<file path="src/rtl/kernel_load.sv">
// kernel_load: packs streamed kernel beats into memory words and loads them into kernel memory
module kernel_load #(
   parameter int GROUP_NB   = 4,
   parameter int KER_WIDTH  = 16,
   parameter int DEPTH_NB   = 1,
   parameter int MEM_AWIDTH = 8,
   parameter int STR_WIDTH  = 16,
   localparam int W = GROUP_NB * KER_WIDTH * DEPTH_NB
) (
   input  logic                  clk,
   input  logic                  rst,
   input  logic [MEM_AWIDTH-1:0] cfg_end,
   input  logic                  cfg_set,
   output logic                  cfg_rdy,
   input  logic [STR_WIDTH-1:0]  str_data,
   input  logic                  str_val,
   output logic                  str_rdy,
   output logic [MEM_AWIDTH-1:0] wr_cfg_end,
   output logic                  wr_cfg_set,
   output logic [W-1:0]          wr_data,
   output logic                  wr_data_val,
   input  logic                  wr_data_rdy,
   output logic                  done
);
   localparam int BEATS = W / STR_WIDTH;
   localparam int BW = BEATS > 1 ? $clog2(BEATS) : 1;
   localparam int CW = MEM_AWIDTH + 1;
   typedef enum logic [1:0] {IDLE, CFG, LOAD, DONE} state_t;
   state_t state_q, state_d;
   logic [MEM_AWIDTH-1:0] end_q, end_d;
   logic [BW-1:0] beat_q, beat_d;
   logic [CW-1:0] packed_q, packed_d, sent_q, sent_d, total;
   logic [W-1:0] pack_q, pack_d, data_q, data_d, merged;
   logic val_q, val_d, beat_acc, word_acc, last_beat;
   assign total = {1'b0, end_q} + CW'(1);
   assign cfg_rdy = state_q == IDLE;
   assign wr_cfg_set = state_q == CFG;
   assign done = state_q == DONE;
   assign wr_cfg_end = end_q;
   assign wr_data = data_q;
   assign wr_data_val = val_q;
   assign str_rdy = (state_q == LOAD) && (packed_q < total) && (!val_q || wr_data_rdy);
   assign beat_acc = str_val && str_rdy;
   assign word_acc = val_q && wr_data_rdy;
   assign last_beat = beat_q == BW'(BEATS - 1);
   // drop the incoming beat into its little-endian slot of the partial word
   always_comb begin
      merged = pack_q;
      for (int k = 0; k < BEATS; k++)
         if (beat_q == BW'(k)) merged[k*STR_WIDTH +: STR_WIDTH] = str_data;
   end
   // next-state, packing and word-handoff logic
   always_comb begin
      state_d = state_q;
      end_d = end_q;
      beat_d = beat_q;
      packed_d = packed_q;
      sent_d = sent_q;
      pack_d = pack_q;
      data_d = data_q;
      val_d = val_q;
      case (state_q)
         IDLE: if (cfg_set) begin
            state_d = CFG;
            end_d = cfg_end;
            beat_d = '0;
            packed_d = '0;
            sent_d = '0;
            pack_d = '0;
         end
         CFG: state_d = LOAD;
         LOAD: begin
            if (word_acc) begin
               val_d = 1'b0;
               sent_d = sent_q + CW'(1);
               if (sent_q + CW'(1) == total) state_d = DONE;
            end
            if (beat_acc) begin
               pack_d = last_beat ? '0 : merged;
               beat_d = last_beat ? '0 : beat_q + 1'b1;
               if (last_beat) begin
                  data_d = merged;
                  val_d = 1'b1;
                  packed_d = packed_q + CW'(1);
               end
            end
         end
         default: state_d = IDLE;
      endcase
   end
   // state registers, cleared asynchronously so partial words are discarded
   always_ff @(posedge clk or negedge rst) begin
      if (!rst) begin
         state_q <= IDLE;
         end_q <= '0;
         beat_q <= '0;
         packed_q <= '0;
         sent_q <= '0;
         pack_q <= '0;
         data_q <= '0;
         val_q <= 1'b0;
      end else begin
         state_q <= state_d;
         end_q <= end_d;
         beat_q <= beat_d;
         packed_q <= packed_d;
         sent_q <= sent_d;
         pack_q <= pack_d;
         data_q <= data_d;
         val_q <= val_d;
      end
   end
endmodule

</file>
<file path="config.mk">
export PLATFORM = sky130hd
export DESIGN_NAME = kernel_load
export DESIGN_NICKNAME = d
export VERILOG_FILES = /design/src/rtl/kernel_load.sv
export SDC_FILE = /design/constraint.sdc
export NUM_CORES = 1
export LEC_CHECK = 0
export BUFFER_PORTS_ARGS = -buffer_cell sky130_fd_sc_hd__buf_2
export CORE_ASPECT_RATIO = 0.9
export CORE_MARGIN = 5
export CORE_UTILIZATION = 59
export CTS_BUF_LIST = sky130_fd_sc_hd__clkbuf_2
export DETAILED_ROUTE_END_ITERATION = 8
export GPL_ROUTABILITY_DRIVEN = 0
export PLACE_DENSITY_LB_ADDON = 0.08
export REMOVE_ABC_BUFFERS = 1
export SKIP_LAST_GASP = 1
export SLEW_MARGIN = 20
export SYNTH_ARGS = -nofsm -noshare
export SYNTH_HDL_FRONTEND = slang
export SYNTH_SLANG_ARGS = --single-unit
</file>
<file path="constraint.sdc">
create_clock -name clk -period 3.92 [get_ports clk]
set_input_delay 0 -clock clk [delete_from_list [all_inputs] [get_ports clk]]
set_output_delay 0 -clock clk [all_outputs]
set_load 0.05 [all_outputs]
</file>
Yosys cells after proc, flatten, opt, wreduce, memory -nomap -nowiden

Cells that the tools add are included.

Register bits after elaboration: 159
Input bits: 29

$add $sub $neg: 4
Magnitude comparators: 1
Eq/ne operators: 12
Mux-type cells: 25
Reductions and logical operators: 15

Operator list:

| cell                                          | count |
|---|---|
| 2-to-1 mux 64 bit                             | 3 |
| case mux 64 bit (2 select lines)              | 1 |
| 2-to-1 mux 16 bit                             | 4 |
| 2-to-1 mux 9 bit                              | 4 |
| case mux 9 bit (2 select lines)               | 2 |
| adder 9 x 1 -> 9 bit, second input constant   | 2 |
| 2-to-1 mux 2 bit                              | 6 |
| AND reduction 3 bit                           | 4 |
| adder 8 x 1 -> 9 bit, second input constant   | 1 |
| == test 9 bit                                 | 1 |
| < comparator 9 bit                            | 1 |
| == test 2 bit, second input constant          | 4 |
| != test 2 bit, second input constant          | 4 |
| case mux 2 bit (3 select lines)               | 1 |
| == test 2 x 1 -> 1 bit, second input constant | 2 |
| logical AND 1 bit                             | 4 |
| zero test 2 bit                               | 2 |
| case mux 2 bit (2 select lines)               | 1 |
| AND reduction 4 bit                           | 1 |
| 2-to-1 mux 1 bit                              | 3 |
| adder 2 x 1 -> 2 bit, second input constant   | 1 |
| != test 2 x 1 -> 1 bit, second input constant | 1 |
| AND reduction 2 bit                           | 1 |
| nonzero test 2 bit                            | 1 |
| other kinds (2)                               | 2 |

Logic depth before layout (Yosys ltp)

Gate-level depths: netlist of the first run.

Depth in word-level cells: 7
Gate-level depth with buffers: 14
Gate-level depth less buffers: 11

Worst setup path before layout of the first run

OpenSTA, ideal clock, no wires.

Kind: flip-flop to flip-flop
From: register end_q[0] (netlist: wr_cfg_end[0])
To: register packed_q[6]
Arrival time: 3.600 ns
Setup slack: 0.194 ns
Cell stages (with the launch flop): 13
Buffers on the path: 1
Cell sequence: dfrtp_1 -> ha_1 -> inv_1 -> or3_1 -> and2_1 -> ha_1 -> a21o_1 -> a21oi_1 -> o211ai_1 -> or4b_1 -> buf_2 -> o311a_1 -> a221o_1

Longest elaborated chain between the ends: 7

RTL lines:

| element                         | line | source |
|---|---|---|
| from (decl)                     | 30   | `logic [MEM_AWIDTH-1:0] end_q, end_d;` |
| from (signal assigned)          | 104  | `end_q <= end_d;` |
| adder 8 x 1 -> 9 bit            | 35   | `assign total = {1'b0, end_q} + CW'(1);` |
| < comparator 9 bit              | 42   | `assign str_rdy = (state_q == LOAD) && (packed_q < total) && (!val_q \|\| wr_data_rdy);` |
| logical AND 1 bit (2 in series) | 42   |  |
| logical AND 1 bit               | 43   | `assign beat_acc = str_val && str_rdy;` |
| != test 2 bit (no line)         | n/a  |  |
| AND reduction 4 bit (no line)   | n/a  |  |
| to (signal assigned)            | 106  | `packed_q <= packed_d;` |
| to (decl)                       | 32   | `logic [CW-1:0] packed_q, packed_d, sent_q, sent_d, total;` |

No other way between the ends.
A chain may end at the register's enable or synchronous reset.

Worst setup path after layout of the first run

From: register end_q[0] (netlist: wr_cfg_end[0])
To: register data_q[63] (netlist: wr_data[63])

Longest elaborated chain between the ends: 6

RTL lines:

| element                         | line | source |
|---|---|---|
| adder 8 x 1 -> 9 bit            | 35   |  |
| < comparator 9 bit              | 42   |  |
| logical AND 1 bit (2 in series) | 42   |  |
| logical AND 1 bit               | 43   |  |
| AND reduction 3 bit (no line)   | n/a  |  |
| to (signal assigned)            | 109  | `data_q <= data_d;` |
| to (decl)                       | 33   | `logic [W-1:0] pack_q, pack_d, data_q, data_d, merged;` |

No other way between the ends.

==> results.yml, run 1 <==
route:
  route.detailed.drc: 0
  wl_per_cell_um: 18.6
  drt-initial-drc-count: 451
  drtPass1Iterations: 6
  drtAntennaViolNets: 0
  finalWirelength_mm: 17.1
  vias: 5366
  drt-vias-per-instance: 5.84
synthesis:
  syn_area_per_cell_um2: 11.2
  synth_compound_area_frac: 0.154
  ys.flop_type: "dfrtp_1"
  synth-edff-count: 0
  synth_top_area_share: 0.530
  synth-warning-count: 0
  synth-xor-area-share: 0.0215
  synth.mux.area_fraction: 0.114
  synthSimpleGateAreaFrac: 0.115
  yosysSeqAreaShare: 0.530
  synthCells: 602
  synth-async-reset-ratio: 1.00
  synth_area_leaders: "dfrtp_1 (53%), mux2i_1 (7.4%), a22o_1 (6.4%)"
  synth_top_family_by_area: "compound AO/OA/AOI/OAI gates"
  synth.top_cells.by_count: "dfrtp_1 (143), nand2_1 (80), o21ai_0 (63)"
  synth_seq_cells: 143
  yosys.area.top_type: "dfrtp_1"
  synth.most_common_cell: "dfrtp_1"
  syn-cell-area_um2: 6750
  ys_types: 49
  synthAdderAreaFrac: 0.0352
sta:
  timing.final.crit_share: 0.926
  grt_setup_unrepaired: "no"
  fmax_mhz: 275
  period_needed_ns: 3.63
  hold_viol: 0
  slew_headroom: 0.475
  maxSlewViolCount: 0
  worstMarginPinSlew_ns: 0.776
  clock_skew_ns: 0.0286
  setup_viol: 0
final_layout:
  nets: 799
  nFillCells: 866
  drive_gt1_frac: 0.227
  n_antenna_cell: 0
  final_cells: 919
  postLayoutCoreUtil: 0.720
  syn_to_final_growth_pct: 20.5
grt:
  grt_overflow_total: 0
  grt_max_degree: 110
  grt_util_all_layers: 0.260
  antenna_found_initial: 0
  grt_first_pass_wirelength_mm: 27.9
  grt_pass1_vias: 5422
critical_path:
  reg2regPathDepth: 10
  worstPathArrival_ns: 4.26
  r2r_slack_ns: 0.29
  crit_required_ns: 4.55
  reg2reg_from: "wr_cfg_end[0]"
  reg2reg_to: "wr_data[63]"
  criticalPathCategory: "reg2reg"
  cp-start-kind: "flip-flop"
  endpoint_kind: "flip-flop"
  crit_path_max_fanout: 47
floorplanning:
  io-pin-count: 106
  die_x_um: 123
  rows: 37
  die_area_um2: 13700
  dieHeight_um: 111
  coreArea_um2: 11300
  start_util: 0.598
pwr:
  leakagePower_nw: 4.14
  power.density_nw_per_um2: 286
  total_power_w: 0.00233
  vdd_drop_max_uv: 200
clock_tree:
  path_clk_slew_ns: 0.21
  cts_inserted_buffers: 17
  clock_latency_ns: 0.72
  cts_sinks: 143
  htreeDepth: 4
  clk_path_buf_depth: 2
  cts-root-buf: "clkbuf_2"
  cts_tree: "done"
placement:
  hpwl_mm: 10.7
  numPlacedInstances: 844
  portBuffers: 105
min_path:
  min_path_type: "in2reg"
  worstHoldEndpoint: "wr_data[57]"
  holdPathStages: 3
  min-delay-start: "str_data[9]"
run:
  max_cap_viol_count: 0
outcome:
  status: "complete, no violations"
==> cells by family after synthesis <==
logic type	Yosys count
buffers and inverters	48
adders and majority gates	19
DFF	143
muxes	74
and+or+nand+nor	154
AOI/OAI and AO/OA	149
xor gates and xnor gates	15
==> flip-flops by register name, indices dropped and copies added (netlist names) <==
signal,flops
pack_q,48
sent_q,9
wr_data_val,1
state_q,2
packed_q,9
beat_q,2
wr_cfg_end,8
wr_data,64
==> metal layers <==
layer | track usage | up-vias | wire, um
met3 | 0.0604 | 11 | 949
met5 | 0 | - | 0
met4 | 0.0679 | 0 | 141
li1 | - | 2499 | -
met1 | 0.366 | 2677 | 7910
met2 | 0.408 | 179 | 8090
==> critical path, cell delays in order (launching register included) <==
cell      delay, ns
dfrtp_1        0.52
ha_1           0.28
inv_1          0.07
or3_1          0.38
and2_1         0.18
ha_1           0.29
nand4_1        0.13
a211oi_1       0.52
or4b_4         0.36
buf_4          0.42
mux2_2         0.39
==> metrics by stage <==
step                setup WS, ns  hold slack (ns)  TNS [ns]  cell area, um^2
floorplan                  -1.12           -0.296    -70.55             6600
global placement           0.421            0.210         0             7480
detailed placement         0.343            0.211         0             7480
CTS                        0.322           0.0650         0             8130
global route              0.0977           0.0776         0             8130
finish                     0.288            0.127         0             8130
==> final cells by class <==
cell class / instances / area (um^2) / share of cell area
flip-flops and latches: 143 / 3580 / 0.440
multi-input cells: 411 / 2990 / 0.368
repair buffers: 165 / 1120 / 0.138
clock buffers: 19 / 95.1 / 0.0117
clock inverters: 12 / 97.6 / 0.0120
well taps: 156 / 195 / 0.0240
inverters: 13 / 48.8 / 0.00600
==> repair_timing <==
action / CTS / global route
endpoints found under the setup margin: 0 / 0
resized for setup: 0 / 0
buffers inserted: 0 / 0
hold buffers: 44 / 0
hold endpoints to repair: 253 / 0
==> how the worst max path moves through the flow <==
stage,from,endpoint,slack (ns),cells past startpoint
CTS,wr_cfg_end[0],wr_data[63],0.32,10
global route,wr_cfg_end[0],wr_data[63],0.1,10
global placement,wr_cfg_end[0],wr_data[61],0.42,11
detailed placement,wr_cfg_end[0],wr_data[63],0.34,10
finish,wr_cfg_end[0],wr_data[63],0.29,10
floorplan,wr_cfg_end[0],packed_q[1],-1.12,10
==> cell usage in the layout, fill, tap and decap left out, drive strengths merged, types with 2 or more instances in the layout <==
master and count:
dfrtp 143, buf 122, nand2 80, o21ai 63, mux2i 50, a22o 49
dlygate4sd3 43, mux2 24, ha 19, clkbuf 19, nand3 17, inv 13
nor3 12, nor2 9, clkinv 9, xor2 8, nand4 6, xnor2 6
o211ai 6, or3 5, a21oi 5, a221o 5, nand2b 4, or4 4
a211oi 4, nor4b 4, and2 3, o21a 3, nor4 3, and4 2
o31ai 2, o311a 2, o211a 2, a31oi 2, and3 2, clkinvlp 2
o311ai 2
==> where the power goes <==
part,switching [W],internal (W)
Sequential,0,0.00148
Combinational,0.0000567,0.0000416
Clock,0.000528,0.000223
Total,0.000585,0.00174
Note: power is estimated with default switching activity, not from simulation.
==> inputs of run 2 (changes only) <==
- CORE_UTILIZATION: 59 -> 53
- clock period: 3.92 -> 3.3 ns (I/O delays scaled with it)
==> run 2 against run 1 <==
Against the previous run:
- combinational power rose by 13%
- wire length fell by 4.2%
- sequential share of layout area fell by 1.7 points
- clock skew fell by 0.0015 ns
- global-route usage fell by 3.3 points
- count of clock-buffer cells in the layout fell by 1
==> results.yml, run 2 (synthesis results as in run 1) <==
clock_tree:
  cts_inserted_buffers: 17
  path_clk_slew_ns: 0.23
  clk_path_buf_depth: 2
  cts-root-buf: "clkbuf_2"
  htreeDepth: 4
  clock_latency_ns: 0.70
  cts_tree: "done"
  cts_sinks: 143
pwr:
  p_switching_w: 0.000752
  leakagePower_nw: 4.30
  seqPwrFrac: 0.571
  intPower_w: 0.00232
  clockPowerShare: 0.393
  vdd_drop_max_uv: 316
  comb_power_share: 0.036
  power.density_nw_per_um2: 364
  swShare: 0.245
sta:
  grt_setup_unrepaired: "yes"
  hold_viol: 0
  maxSlewViolCount: 0
  worstMarginPinSlew_ns: 0.867
  slew_headroom: 0.422
  fmax_mhz: 312
  clock_skew_ns: 0.0271
  period_needed_ns: 3.21
  timing.final.crit_share: 0.972
  setup_viol: 0
critical_path:
  reg2reg_from: "wr_cfg_end[0]"
  setup.worst_path.start: "wr_cfg_end[0]"
  endpoint_kind: "flip-flop"
  crit_path_max_fanout: 86
  cp-start-kind: "flip-flop"
  worstPathArrival_ns: 3.80
  crit_required_ns: 3.89
  criticalPathCategory: "reg2reg"
final_layout:
  largest_reg_flops: 64
  drive_gt1_frac: 0.260
  nets: 819
  seq_area_um2: 3580
  final_cell_mix: "dfrtp_1 (143), buf_2 (104), nand2_1 (80)"
  multi_input_area_um2: 3040
  layout_commonest_cell: "dfrtp_1"
  stdcell_area_um2: 8450
  nFillCells: 1006
  syn_to_final_growth_pct: 25.2
  postLayoutCoreUtil: 0.672
  n_antenna_cell: 0
floorplanning:
  dieHeight_um: 117
  coreArea_um2: 12600
  rows: 39
  io-pin-count: 106
  die_area_um2: 15100
  start_util: 0.536
  die_x_um: 129
route:
  finalWirelength_mm: 16.4
  drtAntennaViolNets: 0
  drt-vias-per-instance: 5.61
  vias: 5323
  drtPass1Iterations: 4
  drt-initial-drc-count: 395
  wl_per_cell_um: 17.3
  route.detailed.drc: 0
grt:
  grt_overflow_total: 0
  grt_first_pass_wirelength_mm: 27.1
  grt_util_all_layers: 0.227
  antenna_found_initial: 0
  grt_pass1_vias: 5276
  grt_max_degree: 110
placement:
  hpwl_mm: 10.7
  placed_area_um2: 7610
  portBuffers: 105
run:
  max_cap_viol_count: 0
min_path:
  min_path_type: "in2reg"
  min-delay-start: "str_data[12]"
outcome:
  status: "complete, no violations"
run 2: changes by cell type in the layout (fill, tap and decap cells not counted), sizes merged:
cell | before | now
clkbuf | 19 | 20
clkinv | 9 | 2
bufinv | 1 | 4
buf | 122 | 140
inv | 13 | 19
run 2: power groups by stage:
stage / sequential, W / clock (W) / combinational [W]
floorplan: 0.00179 / 0 / 0.00000754
global placement: 0.00179 / 0 / 0.0000780
detailed placement: 0.00179 / 0 / 0.0000800
CTS: 0.00176 / 0.00124 / 0.000112
global route: 0.00176 / 0.00131 / 0.000126
finish: 0.00176 / 0.00121 / 0.000111
run 2: final cells by class:
type | count | share of cell area
sequential | 143 | 0.423
multi-input combinational | 411 | 0.359
timing repair buffer | 185 | 0.153
clock inverter | 14 | 0.0243
tap | 164 | 0.0243
clock buffer | 18 | 0.0107
inverter | 13 | 0.00577
run 2: metal layers:
| metal | part of all wire | routed length, um | global-route usage | up-vias |
|---|---|---|---|---|
| li1 | - | - | - | 2537 |
| met1 | 0.46 | 7580 | 0.317 | 2638 |
| met2 | 0.48 | 7890 | 0.368 | 138 |
| met3 | 0.046 | 758 | 0.0481 | 10 |
| met4 | 0.0088 | 144 | 0.0553 | 0 |
| met5 | 0 | 0 | 0 | - |
run 2: per-stage QoR:
stage                     TNS (ns)  worst slack, ns  instances  total power, W  hold slack [ns]
after floorplan            -134.21            -1.74        567         0.00179           -0.296
after global placement           0           0.0531        866         0.00186            0.201
after detailed placement    -0.136          -0.0385        866         0.00187            0.211
after CTS                        0           0.0457        945         0.00311           0.0490
after global routing       -0.0625          -0.0335        948         0.00320           0.0469
final                            0           0.0914        948         0.00307            0.135
run 2: timing repair:
item                                    in CTS  in global routing
resized for setup                            9                  4
endpoints found under the hold margin      250                  0
endpoints found under the setup margin      12                 53
buffers inserted                             4                  3
pin swaps                                    4                  4
hold buffers                                43                  0
run 2: path summary, 6_finish.rpt:
check | end | slack [ns] | cells after the start
worst max register to register | wr_data[62] | 0.09 | 12
max in group asynchronous | wr_data[62] | 2.00 | 4
worst min-delay path | wr_data[60] | 0.13 | 3
min in group asynchronous | pack_q[19] | 0.48 | 3
worst min register to register | wr_data[31] | 0.50 | 2
worst max-delay path | wr_data[62] | 0.09 | 12
run 2: worst max-delay path, stage by stage (launching register included):
cell and delay (ns):
dfrtp_1 0.40, ha_2 0.17, inv_1 0.05, or3_4 0.37
and2_4 0.17, ha_4 0.23, a21o_1 0.19, a21oi_2 0.14
o211ai_1 0.13, or4b_4 0.51, buf_6 0.15, buf_12 0.19
mux2_1 0.36
==> inputs of run 3 (changes only) <==
- GPL_TIMING_DRIVEN: default -> 0
==> run 3 against run 2 <==
Against the previous run:
- final area up 2.0%
- worst hold slack worse by 0.012 ns
- wire length up 8.4%
- flip-flop and latch count unchanged
- sequential power about the same
- critical path depth up 1
- highest routed layer unchanged
==> results.yml, run 3 (synthesis results as in run 1) <==
sta:
  grt_setup_unrepaired: "yes"
  maxSlewViolCount: 0
  setup_viol: 0
  slew_headroom: 0.499
  worstMarginPinSlew_ns: 0.743
  hold_viol: 0
  clock_skew_ns: 0.0366
  whs_ns: 0.123
  period_needed_ns: 3.28
  timing.final.crit_share: 0.993
  fin_setup_tns_ns: 0
  fmax_mhz: 305
floorplanning:
  start_util: 0.536
  die_area_um2: 15100
  coreArea_um2: 12600
  rows: 39
  io-pin-count: 106
  die_x_um: 129
  dieHeight_um: 117
grt:
  grt_util_all_layers: 0.239
  grt_overflow_total: 0
  grt_pass1_vias: 5430
  grt_first_pass_wirelength_mm: 28.1
  grt_max_degree: 75
  antenna_found_initial: 0
clock_tree:
  cts_inserted_buffers: 17
  cts_sinks: 143
  htreeDepth: 4
  cts_tree: "done"
  path_clk_slew_ns: 0.22
  cts-root-buf: "clkbuf_2"
  clock_latency_ns: 0.71
  clk_path_buf_depth: 2
final_layout:
  layout_commonest_cell: "dfrtp_1"
  drive_gt1_frac: 0.278
  syn_to_final_growth_pct: 27.8
  nets: 819
  largest_reg_flops: 64
  final_cell_mix: "dfrtp_1 (138), buf_2 (103), nand2_1 (79)"
  stdcell_area_um2: 8620
  postLayoutCoreUtil: 0.685
pwr:
  vdd_drop_max_uv: 292
  leakagePower_nw: 4.33
  p_switching_w: 0.000722
  power.density_nw_per_um2: 342
  seqPwrFrac: 0.595
  clockPowerShare: 0.366
  swShare: 0.245
  comb_power_share: 0.039
  intPower_w: 0.00223
route:
  finalWirelength_mm: 17.8
  drtAntennaViolNets: 0
  drtPass1Iterations: 5
  drt-initial-drc-count: 409
  wl_per_cell_um: 18.7
  route.detailed.drc: 0
  drt-vias-per-instance: 5.81
  vias: 5515
critical_path:
  crit_path_max_fanout: 5
  endpoint_kind: "flip-flop"
  worstPathArrival_ns: 3.87
  reg2reg_to: "packed_q[1]"
  reg2regPathDepth: 13
  path_cells: "buf_6, ha_4, inv_2, or3_4, and2_4, ha_4, a21o_1, a21oi_2, o211ai_1, buf_4, or4b_4, and3_1, a221o_1"
  critPathTopFamily: "simple AND/OR/NAND/NOR gates"
  criticalPathCategory: "reg2reg"
  reg2reg_from: "wr_cfg_end[0]"
  crit_slowest_cell: "or4b_4"
  cpPeakStageDelay_ns: 0.55
  crit_buf_inv: 3
  timing.critical_path.mode_cell: "ha_4"
  crit_required_ns: 3.90
  cp-start-kind: "flip-flop"
  r2r_slack_ns: 0.02
placement:
  hpwl_mm: 10.2
  placed_area_um2: 7470
  portBuffers: 105
min_path:
  min_path_type: "in2reg"
  worstHoldEndpoint: "pack_q[1]"
  min-delay-start: "str_data[1]"
  holdPathStages: 3
outcome:
  status: "complete, no violations"
run:
  max_cap_viol_count: 0
run 3: worst reg2reg max path, cell delays in order, from the launching register on:
cell and delay (ns):
dfrtp_2 0.43, buf_6 0.10, ha_4 0.13, inv_2 0.03, or3_4 0.33, and2_4 0.19, ha_4 0.21, a21o_1 0.16
a21oi_2 0.14, o211ai_1 0.22, buf_4 0.22, or4b_4 0.55, and3_1 0.21, a221o_1 0.27
run 3: how the worst max path moves through the flow:
stage	slack (ns)	from	endpoint	depth (start not counted)
after floorplan	-1.74	wr_cfg_end[0]	packed_q[1]	10
after global placement	-2.74	wr_cfg_end[0]	packed_q[2]	10
after detailed placement	-0.84	wr_cfg_end[0]	pack_q[22]	11
after CTS	0.003	wr_cfg_end[0]	packed_q[5]	11
after global routing	-0.07	wr_cfg_end[0]	packed_q[5]	12
final	0.02	wr_cfg_end[0]	packed_q[1]	13
run 3: timing repair:
item / 4_1_cts / 5_1_grt
cloned: 4 / 1
hold endpoints to repair: 281 / 0
hold buffers: 42 / 0
setup buffers: 15 / 12
pin swaps: 13 / 11
resized for setup: 26 / 11
setup endpoints to repair: 126 / 118
run 3: power groups by stage:
stage                logic (W)  registers (W)  clock network (W)
finish                0.000116        0.00175            0.00108
global route          0.000132        0.00176            0.00119
CTS                   0.000117        0.00176            0.00110
detailed placement   0.0000826        0.00179                  0
global placement     0.0000747        0.00179                  0
floorplan           0.00000754        0.00179                  0
run 3: metrics by stage:
stage          setup WS [ns]  power, W  instances
6_report              0.0224   0.00295        949
5_1_grt              -0.0739   0.00307        948
4_1_cts              0.00304   0.00297        935
3_5_place_dp          -0.840   0.00187        842
3_3_place_gp           -2.74   0.00186        836
2_1_floorplan          -1.74   0.00179        567
run 3: layout make-up:
type                            instances  area, um^2
Clock inverter                         15         166
Sequential cell                       143        3580
Tap cell                              164         205
Fill cell                             965        3970
Clock buffer                           17        85.1
Antenna cell                            1        2.50
Inverter                               13        48.8
Timing Repair Buffer                  181        1360
Multi-Input combinational cell        415        3170
run 3: routing by layer:
metal	vias to the layer above	part of all wire	track usage	wire (um)
li1	2552	-	-	-
met1	2772	0.45	0.328	8070
met2	165	0.48	0.384	8480
met3	26	0.051	0.0467	907
met4	0	0.017	0.0854	297
met5	-	0	0	0
